$ cat src/rtl/core_mau_pkg.sv
// Shared types and default widths for the core MAU arbiter.
package core_mau_pkg;

  localparam int unsigned AW_DEF = 32;
  localparam int unsigned DW_DEF = 32;

  typedef enum logic [1:0] {
    StIdle,
    StBusyIf,
    StBusyEx,
    StDrainIf
  } mau_state_e;

  // Memory request payload at the default widths.
  typedef struct packed {
    logic                  we;
    logic [AW_DEF-1:0]     addr;
    logic [DW_DEF-1:0]     wdata;
    logic [DW_DEF/8-1:0]   be;
  } mem_req_t;

endpackage

$ cat src/rtl/core_mau_arb.sv
// Arbitrates the single MAU port between instruction fetch and EX load/store,
// one outstanding transaction at a time, with IF starvation protection.
module core_mau_arb
  import core_mau_pkg::*;
#(
  parameter int unsigned AW         = AW_DEF,
  parameter int unsigned DW         = DW_DEF,
  parameter int unsigned STARVE_MAX = 4
) (
  input  logic            clk,
  input  logic            rst_n,
  input  logic            if_req,
  input  logic [AW-1:0]   if_addr,
  output logic            if_ack,
  output logic [DW-1:0]   if_rdata,
  input  logic            ex_req,
  input  logic            ex_we,
  input  logic [AW-1:0]   ex_addr,
  input  logic [DW-1:0]   ex_wdata,
  input  logic [DW/8-1:0] ex_be,
  output logic            ex_ack,
  output logic [DW-1:0]   ex_rdata,
  output logic            mem_req,
  output logic            mem_we,
  output logic [AW-1:0]   mem_addr,
  output logic [DW-1:0]   mem_wdata,
  output logic [DW/8-1:0] mem_be,
  input  logic            mem_ack,
  input  logic [DW-1:0]   mem_rdata,
  input  logic            flush,
  output logic            mau_busy
);

  localparam int unsigned BW = DW / 8;
  localparam int unsigned SW = $clog2(STARVE_MAX + 1);
  localparam logic [SW-1:0] StarveSat = SW'(STARVE_MAX);

  // Parametric view of the memory request payload.
  typedef struct packed {
    logic          we;
    logic [AW-1:0] addr;
    logic [DW-1:0] wdata;
    logic [BW-1:0] be;
  } mem_cmd_t;

  mau_state_e    state_q, state_d;
  logic [SW-1:0] starve_q, starve_d;
  logic          mem_req_q, mem_req_d;
  mem_cmd_t      cmd_q, cmd_d;
  logic          if_live;
  logic          ex_win;

  always_comb begin
    state_d   = state_q;
    starve_d  = starve_q;
    mem_req_d = mem_req_q;
    cmd_d     = cmd_q;
    if_live   = if_req && !flush;
    ex_win    = 1'b0;
    unique case (state_q)
      StIdle: begin
        // EX wins unless IF has already waited through STARVE_MAX EX grants.
        ex_win = ex_req && !(if_live && (starve_q == StarveSat));
        if (ex_win) begin
          state_d   = StBusyEx;
          mem_req_d = 1'b1;
          cmd_d     = '{we: ex_we, addr: ex_addr, wdata: ex_wdata, be: ex_be};
          if (if_live && (starve_q != StarveSat)) begin
            starve_d = starve_q + SW'(1);
          end
        end else if (if_live) begin
          state_d   = StBusyIf;
          mem_req_d = 1'b1;
          cmd_d     = '{we: 1'b0, addr: if_addr, wdata: '0, be: '1};
          starve_d  = '0;
        end
      end
      StBusyEx: begin
        if (mem_ack) begin
          mem_req_d = 1'b0;
          state_d   = StIdle;
        end
      end
      StBusyIf: begin
        if (mem_ack) begin
          mem_req_d = 1'b0;
          state_d   = StIdle;
        end else if (flush) begin
          state_d = StDrainIf;
        end
      end
      StDrainIf: begin
        if (mem_ack) begin
          mem_req_d = 1'b0;
          state_d   = StIdle;
        end
      end
      default: begin
        state_d   = StIdle;
        mem_req_d = 1'b0;
      end
    endcase
  end

  always_ff @(posedge clk or negedge rst_n) begin
    if (!rst_n) begin
      state_q   <= StIdle;
      starve_q  <= '0;
      mem_req_q <= 1'b0;
      cmd_q     <= '0;
    end else begin
      state_q   <= state_d;
      starve_q  <= starve_d;
      mem_req_q <= mem_req_d;
      cmd_q     <= cmd_d;
    end
  end

  // A flush coinciding with the fetch ack kills the returned instruction.
  assign if_ack   = (state_q == StBusyIf) && mem_ack && !flush;
  assign ex_ack   = (state_q == StBusyEx) && mem_ack;
  assign if_rdata = mem_rdata;
  assign ex_rdata = mem_rdata;
  assign mau_busy = rst_n && ex_req && !ex_ack;

  assign mem_req   = mem_req_q;
  assign mem_we    = cmd_q.we;
  assign mem_addr  = cmd_q.addr;
  assign mem_wdata = cmd_q.wdata;
  assign mem_be    = cmd_q.be;

endmodule

$ cat config.mk
export PLATFORM = sky130hd
export DESIGN_NAME = core_mau_arb
export DESIGN_NICKNAME = d
export VERILOG_FILES = /design/src/rtl/core_mau_pkg.sv /design/src/rtl/core_mau_arb.sv
export SDC_FILE = /design/constraint.sdc
export NUM_CORES = 1
export LEC_CHECK = 0
export BUFFER_PORTS_ARGS = -buffer_cell sky130_fd_sc_hd__buf_2
export CORE_AREA = 2 2 106 108
export CTS_CLUSTER_DIAMETER = 50
export DETAILED_ROUTE_END_ITERATION = 6
export DIE_AREA = 0 0 108 110
export PLACE_DENSITY = 0.77
export REMOVE_ABC_BUFFERS = 1
export SYNTH_ARGS = -nofsm -noshare
export SYNTH_HDL_FRONTEND = slang
export SYNTH_SLANG_ARGS = --single-unit
export TNS_END_PERCENT = 20
$ cat constraint.sdc
create_clock -name clk -period 2.15 [get_ports clk]
set_clock_uncertainty 0.15 [all_clocks]
set_input_delay 0.43 -clock clk [delete_from_list [all_inputs] [get_ports clk]]
set_output_delay 0.43 -clock clk [all_outputs]
set_load 0.05 [all_outputs]
## Word-level counts from Yosys, hierarchy flattened

Cells that the tools add are included.

| cells by class | value |
|---|---|
| reduce and logical (&&, ||, !) cells | 20 |
| multiplexer cells | 15 |
| equal/unequal tests | 10 |
| add/sub/neg operators | 1 |

Operator list:

| cell | count |
|---|---|
| $mux W69 | 2 |
| $mux W2 | 5 |
| $logic_and A1 B1 Y1 | 9 |
| $mux W3 | 3 |
| $ne A3 B3 Y1 const B | 3 |
| $ne A2 B1 Y1 const B | 3 |
| $pmux W2 S3 | 1 |
| $reduce_and A3 Y1 | 2 |
| $eq A2 B2 Y1 const B | 2 |
| $reduce_and A2 Y1 | 2 |
| $add A3 B1 Y3 const B | 1 |
| $eq A3 B3 Y1 const B | 1 |
| $logic_not A1 Y1 | 3 |
| $mux W1 | 3 |
| $reduce_or A3 Y1 | 1 |
| $eq A2 B1 Y1 const B | 1 |
| $logic_not A2 Y1 | 1 |
| $pmux W1 S2 | 1 |
| $reduce_bool A2 Y1 | 1 |
| $reduce_or A2 Y1 | 1 |

| storage, ports and cells | value |
|---|---|
| output and inout port bits | 137 |
| bits of input ports | 139 |
| word-level logic and storage cells | 53 |
| register bits after elaboration | 75 |

## Longest topological paths before layout

Gate-level depths: netlist (run 1).

| logic depth | value |
|---|---|
| depth after elaboration | 7 |
| depth in mapped cells | 7 |
| depth with buffers taken out | 5 |

## Least setup slack after synthesis (run 1)

Ideal clock, no wire load.

| timing | value |
|---|---|
| path kind | input -> output |
| from | input port mem_ack |
| to | output port mau_busy |
| setup slack | -0.693 ns |
| data required time | 1.570 ns |
| stages | 3 |
| arrival | 2.263 ns |
| path buffers | 0 |
| path through | inv_1 -> nor3b_1 -> nor2_1 |

| between the ends | value |
|---|---|
| cells in the longest elaborated chain, start to end | 3 |

Ends and longest elaborated chain:

| element | RTL line | RTL |
|---|---|---|
| from (decl) | core_mau_arb.sv:28 | `input logic mem_ack,` |
| $logic_and A1 B1 Y1 | core_mau_arb.sv:121 | `assign ex_ack = (state_q == StBusyEx) && mem_ack;` |
| named net ex_ack | core_mau_arb.sv:21 | `output logic ex_ack,` |
| $logic_not A1 Y1 | core_mau_arb.sv:124 | `assign mau_busy = rst_n && ex_req && !ex_ack;` |
| $logic_and A1 B1 Y1 | core_mau_arb.sv:124 |  |
| to (decl) | core_mau_arb.sv:31 | `output logic mau_busy` |

The timed path passes the listed nets, and every way through them passes these cells.

## Final worst setup path (run 1)

| timing | value |
|---|---|
| from | register state_q[0] |
| to | output port ex_ack |

| between the ends | value |
|---|---|
| cells in the longest elaborated chain, start to end | 2 |

Ends and longest elaborated chain:

| element | RTL line | RTL |
|---|---|---|
| from (decl) | core_mau_arb.sv:46 | `mau_state_e state_q, state_d;` |
| from (signal assigned) | core_mau_arb.sv:107 | `state_q <= StIdle;` |
| from (signal assigned) | core_mau_arb.sv:112 | `state_q <= state_d;` |
| $eq A2 B2 Y1 | core_mau_arb.sv:121 |  |
| $logic_and A1 B1 Y1 | core_mau_arb.sv:121 |  |
| to (decl) | core_mau_arb.sv:21 |  |

Every way passes these cells.

==> results of run 1 <==
-- placed cells by master (no fill, tap or decap), types with 3 or more instances in the layout --
| cell type | synthesis | layout |
|---|---|---|
| a221oi_1 | 32 | 32 |
| and2_1 | 32 | 32 |
| a2bb2oi_1 | 14 | 14 |
| nand2_1 | 4 | 4 |
| inv_1 | 4 | 4 |
| o22a_1 | 4 | 4 |
| o21ai_0 | 35 | 35 |
| dfrtp_1 | 75 | 75 |
| buf_4 | 68 | 8 |
| clkbuf_8 | 0 | 9 |
| a22o_1 | 34 | 34 |
| a2bb2oi_2 | 19 | 19 |
| bufinv_16 | 0 | 3 |
| buf_2 | 6 | 178 |
-- power groups by stage --
stage	logic, mW	registers (mW)	clock network (mW)
floorplan	1.62	4.56	0
global placement	4.85	2.48	0
detailed placement	4.96	2.49	0
CTS	4.94	2.49	1.36
global route	5.18	2.57	1.41
finish	4.91	2.48	1.32
-- logic make-up (layout without fill, tap and decap cells) --
logic type / after synthesis / after routing
compound gates: 144 / 144
buf+inv: 104 / 209
flops: 75 / 75
simple gates: 47 / 47
fa+ha+maj: 2 / 2
-- through the flow --
step | hold slack, ns | TNS [ns]
after floorplan | -0.0156 | -25.56
after global placement | 0.320 | 0
after detailed placement | 0.325 | 0
after CTS | 0.120 | 0
after global routing | 0.133 | 0
final | 0.156 | 0
-- cell type report --
cell class / instances / share of cell area [%]
tap: 140 / 3.59
clock inverter: 6 / 2.31
timing repair buffer: 188 / 20.3
multi-input combinational: 193 / 32.4
sequential: 75 / 38.4
clock buffer: 10 / 2.61
inverter: 5 / 0.384
-- critical path: stages, from the launching register on --
cell	delay (ns)
dfrtp_1	0.45
nor3b_1	0.29
buf_2	0.32
-- state kept, by name, summed over array words and instances, names as in the netlist --
register and count:
mem_wdata 32, mem_addr 32, mem_be 4, starve_q 3
mem_req 1, state_q 2, mem_we 1
-- metal layers --
metal / vias up / track usage, % / part of all wire, %
li1: 1523 / - / -
met1: 1613 / 27.5 / 42
met2: 262 / 26.9 / 40
met3: 14 / 12.6 / 16
met4: 5 / 7.69 / 1.1
met5: - / 12.5 / 1.3
-- path summary, 6_finish.rpt --
kind                                                  to                    start  slack [ns]
min in group asynchronous       mem_addr[22]$_DFFE_PN0P_                    rst_n        0.18
worst min-delay path              state_q[1]$_DFFE_PN0P_                  mem_ack        0.16
worst max-delay path                              ex_ack   state_q[0]$_DFFE_PN0P_        0.18
worst min register to register     mem_be[1]$_DFFE_PN0P_    mem_be[1]$_DFFE_PN0P_        0.34
worst max register to register  mem_addr[13]$_DFFE_PN0P_  starve_q[0]$_DFFE_PN0P_        0.22
max in group asynchronous       mem_wdata[6]$_DFFE_PN0P_                    rst_n        1.06
==> impl_results.md, run 1 <==
* Crit Path Max Fanout at 6
* Worst setup SP type: register
* Port Buffer Count at ~180
* Fin crit share at around nine tenths
* Hold Crit Class: input port to register
* Final Util at about 46%
* Std-Cell Rows at 38
* Sw frac at between 50% and 60%
* Non-filler cells, final at about 620
* Post-route cell area at roughly 4900 µm²
* DP Area at ~4600 µm²
* Total track usage at between 20% and 30%
* Setup Viol. Count Final at 0
* Combinational cell fraction of total power at between 50% and 60%
* CP Class: register to output port
* Max Cap Viol at 0
* Critical path endpoint category: output port
* Synth Area per Inst at between 10 and 15 µm²
* Clock power share at 15.1%
* Area of the die at 11900 µm²
* Post_cts resized at 0
* Pint at 4.35 mW
* WHS Path Cells at 2
* Vias per inst at 5.54
* Post-synth EDFFs at 0
* Die Ht at between 100 and 150 µm
* # clock sinks at 75
* Largest family of logic cells by synthesized area: compound AO/OA/AOI/OAI gates
* Syn Inst Count at 372
* Top-Level Pins at 276
* Final Critical Period at about 2.0 ns
* Post-detailed-route wirelength per cell at 20.6 µm
* Total number of vias at around 3400
* Vias in the first global route at ~3300
* FMAX at 0.507 GHz
* Critical path required time at about 1.6 ns
* Synth Area in Compound Gates at between 20% and 30%
* Total chip power at slightly below 9 mW
* Power Dens Cells at about 1800 nW/µm²
* Gp weighted congestion at 0.829
* Seq pwr share at 28.5%
* Fin. Hold Viols at 0
* Top cells by area, synth: dfrtp_1 45%, buf_4 12%, a22o_1 7.2%
* Worst-margin pin slew at 0.952 ns
* Multi-input logic area at 1580 µm²
* Synth Register Bits at 75
* Nets@finish at slightly above 600
* CTS Hold Buffers Added at 0
* Seq/Total Area, Yosys at 45.4%
* Core Area at roughly 11000 µm²
* Post-DP HPWL at 9110 µm
* ANT nets after route at 0
* Synth-to-Final Area Change at 18.1%
* Max VDD drop at approximately 0.80 mV
* Max-slew violation count at 0
* Unique cell type count in the Yosys netlist at 32
* RSZ-0062 raised after global routing: false
* Layout fillers at roughly 1000
* Share of post-route cells with drive strength above 1 at 47.6%
* Adder-cell share of the synthesized area at less than 1%
* Clock Path Buffers at 2
* Synth top area share at a little under half
* Mapped Area at just over 4000 µm²
* Post-synth top area cell: dfrtp_1
* Post-synth ARST share at 100%
* Antenna violations before repair at 0
* Drt drc at 0
* Final wirelength at approximately 13000 µm
* Leakage power at ~2.3 nW
* Post-synthesis mux area share at 0%
* FF-to-FF path depth at 6
* Status: finished clean
* Inserted Diodes at 0
* Most common cell in the netlist: dfrtp_1
* Global route overflow at 0
* Clock buffer count from CTS at 9
* Placed cells at roughly 600
* Die X at roughly 110 µm
* H-tree levels at 3
* Post-synthesis xor/xnor area fraction at 0%
* Clock transition at path regs at roughly 0.08 ns
* Clk_lat worst skew at around 0.34 ns
* Pin count of the biggest net entering global routing at 76
* Post-CTS Setup Inserts at 0
* Synth top cells by count: 75 x dfrtp_1, 68 x buf_4, 35 x o21ai_0, 34 x a22o_1
* Router iterations before antenna repair at 4
* Ys flop type: dfrtp_1
* Ys Warns at 0
* Post-Synth Simple-Gate Area at 7.54%
* P_sw at between 4 and 5 mW
* Arrival time worst endpoint at 1.39 ns
* 1st-iter DRT viols at between 300 and 400
* Initial core utilization at 38.6%
* Root buffer cell: clkbuf_8
* CTS tree: built
* Dpl ws at roughly 0.19 ns
* Final setup margin at between 0.15 and 0.2 ns
* First-pass GRT wire length at 18700 µm
* Max-slew headroom at 36.5%
* Register Area at ~1900 µm²
Power figures use the tool's default switching activity.
==> inputs of run 2 (changes only) <==
--- a/config.mk
+++ b/config.mk
@@ -5,12 +5,13 @@
 export SDC_FILE = /design/constraint.sdc
 export NUM_CORES = 1
 export LEC_CHECK = 0
+export ABC_AREA = 1
 export BUFFER_PORTS_ARGS = -buffer_cell sky130_fd_sc_hd__buf_2
-export CORE_AREA = 2 2 106 108
+export CORE_AREA = 2 2 108 110
 export CTS_CLUSTER_DIAMETER = 50
 export DETAILED_ROUTE_END_ITERATION = 6
-export DIE_AREA = 0 0 108 110
-export PLACE_DENSITY = 0.77
+export DIE_AREA = 0 0 110 112
+export PLACE_DENSITY = 0.75
 export REMOVE_ABC_BUFFERS = 1
 export SYNTH_ARGS = -nofsm -noshare
 export SYNTH_HDL_FRONTEND = slang
==> impl_results.md, run 2 <==
* Status: finished clean
* Max-slew violation count at 0 (unchanged)
* Post-route cell area at 5000 µm² (+2.3%)
* Top cells by area, synth: dfrtp_1 45%, nand2_1 13%, buf_4 12%
* FMAX at 0.478 GHz (-5.7%)
* Final Util at 44.7% (-0.94 points)
* CP max stage cell: dlygate4sd3_1
* Max-slew headroom at 60.3% (+24 points)
* Vias in the first global route at 3369 (+1.6%)
* Leakage power at 2.93 nW (+26%)
* Antenna violations before repair at 1 (+1)
* Max Cap Viol at 0 (unchanged)
* Reg2reg setup slack at 0.39 ns (+0.17 ns)
* Worst setup SP type: input port
* Synth-to-Final Area Change at 19.2%
* Port Buffer Count at 179 (unchanged)
* Gp weighted congestion at 0.769 (-7.2%)
* Root buffer cell: clkbuf_16
* Power Dens Cells at 1680 nW/µm² (-5.7%)
* Synth Register Bits at 75 (unchanged)
* Synth Area per Inst at 8.08 µm² (-27%)
* Post-DP HPWL at 8970 µm (-1.6%)
* Register Area at 1880 µm² (unchanged)
* Clock transition at path regs at 0.06 ns (-0.02 ns)
* Clock buffer count from CTS at 9 (unchanged)
* Most common cell in the netlist: nand2_1
* Post-synth ARST share at 100% (unchanged)
* Die Ht at 112 µm (+1.8%)
* Vias per inst at 4.68 (-15%)
* Multi-input logic area at 1330 µm² (-16%)
* CTS tree: built
* Ys flop type: dfrtp_1
* Layout fillers at 1142 (+11%)
* Worst hold path startpoint: mem_ack
* Die X at 110 µm (+1.9%)
* Post-synth top area cell: dfrtp_1
* Global route overflow at 0 (unchanged)
* ANT nets after route at 0 (unchanged)
* Synth top cells by count: 142 x nand2_1, 75 x dfrtp_1, 75 x inv_1, 68 x buf_4, 34 x nand3_1
* Critical path required time at 1.57 ns (about the same)
* Most common cell after layout, fill and taps aside: buf_2
* Reg2Reg Launch Point: starve_q[0]$_DFFE_PN0P_
* Final Critical Period at 2.09 ns (+0.119 ns)
* Syn Inst Count at 519 (+40%)
* Max stage delay on crit path at 0.55 ns (+0.10 ns)
* Top-Level Pins at 276 (unchanged)
* Drt drc at 0 (unchanged)
* Post-synth EDFFs at 0 (unchanged)
* Total negative slack at 0 ns (unchanged)
* WHS Path Cells at 2 (unchanged)
* H-tree levels at 3 (unchanged)
* Total number of vias at 3642 (+6.6%)
* Post-detailed-route wirelength per cell at 15.6 µm (-24%)
* DP Area at 4680 µm² (+0.75%)
* FF-to-FF path depth at 9 (+3)
* Clk_lat worst skew at 0.33 ns (about the same)
* Worst-margin pin slew at 0.596 ns (-0.356 ns)
* Synth top area share at 44.8% (-0.62 points)
* Max VDD drop at 0.889 mV (+11%)
* Pin count of the biggest net entering global routing at 48 (-37%)
* Unique cell type count in the Yosys netlist at 25 (-22%)
* CP Class: input port to output port
* Share of post-route cells with drive strength above 1 at 33.3% (-14 points)
* Mapped Area at 4190 µm² (+1.4%)
* Setup Viol. Count Final at 0 (unchanged)
* Nets@finish at 771 (+26%)
* Final setup margin at 0.0587 ns (-0.119 ns)
* Hold Slack at 0.152 ns (-0.00478 ns)
* 1st-iter DRT viols at 215 (-32%)
* Fin crit share at 97.3% (+5.5 points)
* Critical path endpoint category: output port
* Critical path, cell by cell: dlygate4sd3_1 -> buf_4 -> nand2_1 -> nor2_1 -> clkbuf_4
* Std-Cell Rows at 39 (+2.6%)
* First-pass GRT wire length at 18100 µm (-3.4%)
* Dpl ws at 0.277 ns (+0.0894 ns)
* Area of the die at 12300 µm² (+3.7%)
* Clock Path Buffers at 2 (unchanged)
* Core Area at 11200 µm² (+4.5%)
* # clock sinks at 75 (unchanged)
* Seq/Total Area, Yosys at 44.8% (-0.62 points)
* Hold Path End: mem_req$_DFFE_PN0P_
* Total track usage at 19.8% (-1.2 points)
* Initial core utilization at 37.5% (-1.1 points)
* Most frequent cells in the layout: 177 x buf_2, 142 x nand2_1, 75 x inv_1, 75 x dfrtp_1, 34 x nand3_1
* Fin. Hold Viols at 0 (unchanged)
* Reg2reg end: mem_wdata[0]$_DFFE_PN0P_
* RSZ-0062 raised after global routing: false
* Crit Path Max Fanout at 2 (-4)
* Hold Crit Class: input port to register
* Post-CTS Setup Inserts at 0 (unchanged)
* Arrival time worst endpoint at 1.51 ns (+0.12 ns)
* Router iterations before antenna repair at 4 (unchanged)
* Final wirelength at 12200 µm (-4.5%)
* Ys Warns at 0 (unchanged)
run 2: cell count changes after synthesis, sizes merged, moves of 2 or more:
cell     change
clkbuf      -20
nor4b        -2
a22o        -34
a221oi      -32
a2bb2oi     -33
nand2      +141
nand3       +35
and2        -32
inv         +71
nor2        +21
o22a         -4
nand3b      +32
buf         +10
run 2: kinds of logic after synthesis:
kind of cell	Yosys count	synth area share, %
AOI/OAI and AO/OA	38	4.63
xor gates and xnor gates	1	0.209
buffers and inverters	165	23.4
DFF	75	44.8
and+or+nand+nor	238	26.4
adders and majority gates	2	0.597
run 2: critical path, delay by kind of cell:
family	cells	cell delay, ns
buffers and inverters	3	0.91
AND/OR/NAND/NOR	2	0.17
run 2: worst max path at each step:
stage	start	end	slack, ns	cells after the start
floorplan	state_q[1]$_DFFE_PN0P_	mau_busy	-0.57	3
global placement	if_req	mem_wdata[3]$_DFFE_PN0P_	0.30	9
detailed placement	if_req	mem_wdata[24]$_DFFE_PN0P_	0.28	9
CTS	rst_n	mau_busy	0.007	5
global route	rst_n	mau_busy	0.02	5
finish	rst_n	mau_busy	0.06	5
run 2: timing repair:
item,in CTS,in global routing
endpoints found under the setup margin,0,1
hold buffers,1,0
resized for setup,0,1
hold endpoints to repair,28,0
run 2: layer usage:
layer  part of all wire (%)  vias to the layer above  track usage, %
li1                       -                     1746               -
met1                     43                     1617            25.0
met2                     39                      254            26.1
met3                     16                       19            13.7
met4                    1.3                        6            5.99
met5                   0.82                        -            7.98
run 2: layout make-up:
cell class                 instances  share of cell area (%)
sequential                        75                    37.6
clock buffer                      11                    5.06
inverter                          76                    5.71
timing repair buffer             189                    20.3
multi-input combinational        279                    26.7
clock inverter                     4                    1.00
tap                              143                    3.58
antenna                            1                  0.0501
run 2: metrics by stage:
stage	total power, mW	cells
after floorplan	5.68	430
after global placement	6.88	761
after detailed placement	6.94	761
after CTS	8.49	777
after global routing	8.97	777
final	8.40	778
run 2: report_power, final:
part	total, mW	leakage, nW	internal (mW)	switching [mW]
Sequential	2.46	0.925	2.08	0.379
Clock	1.51	0.144	0.952	0.559
Combinational	4.43	1.86	1.02	3.41
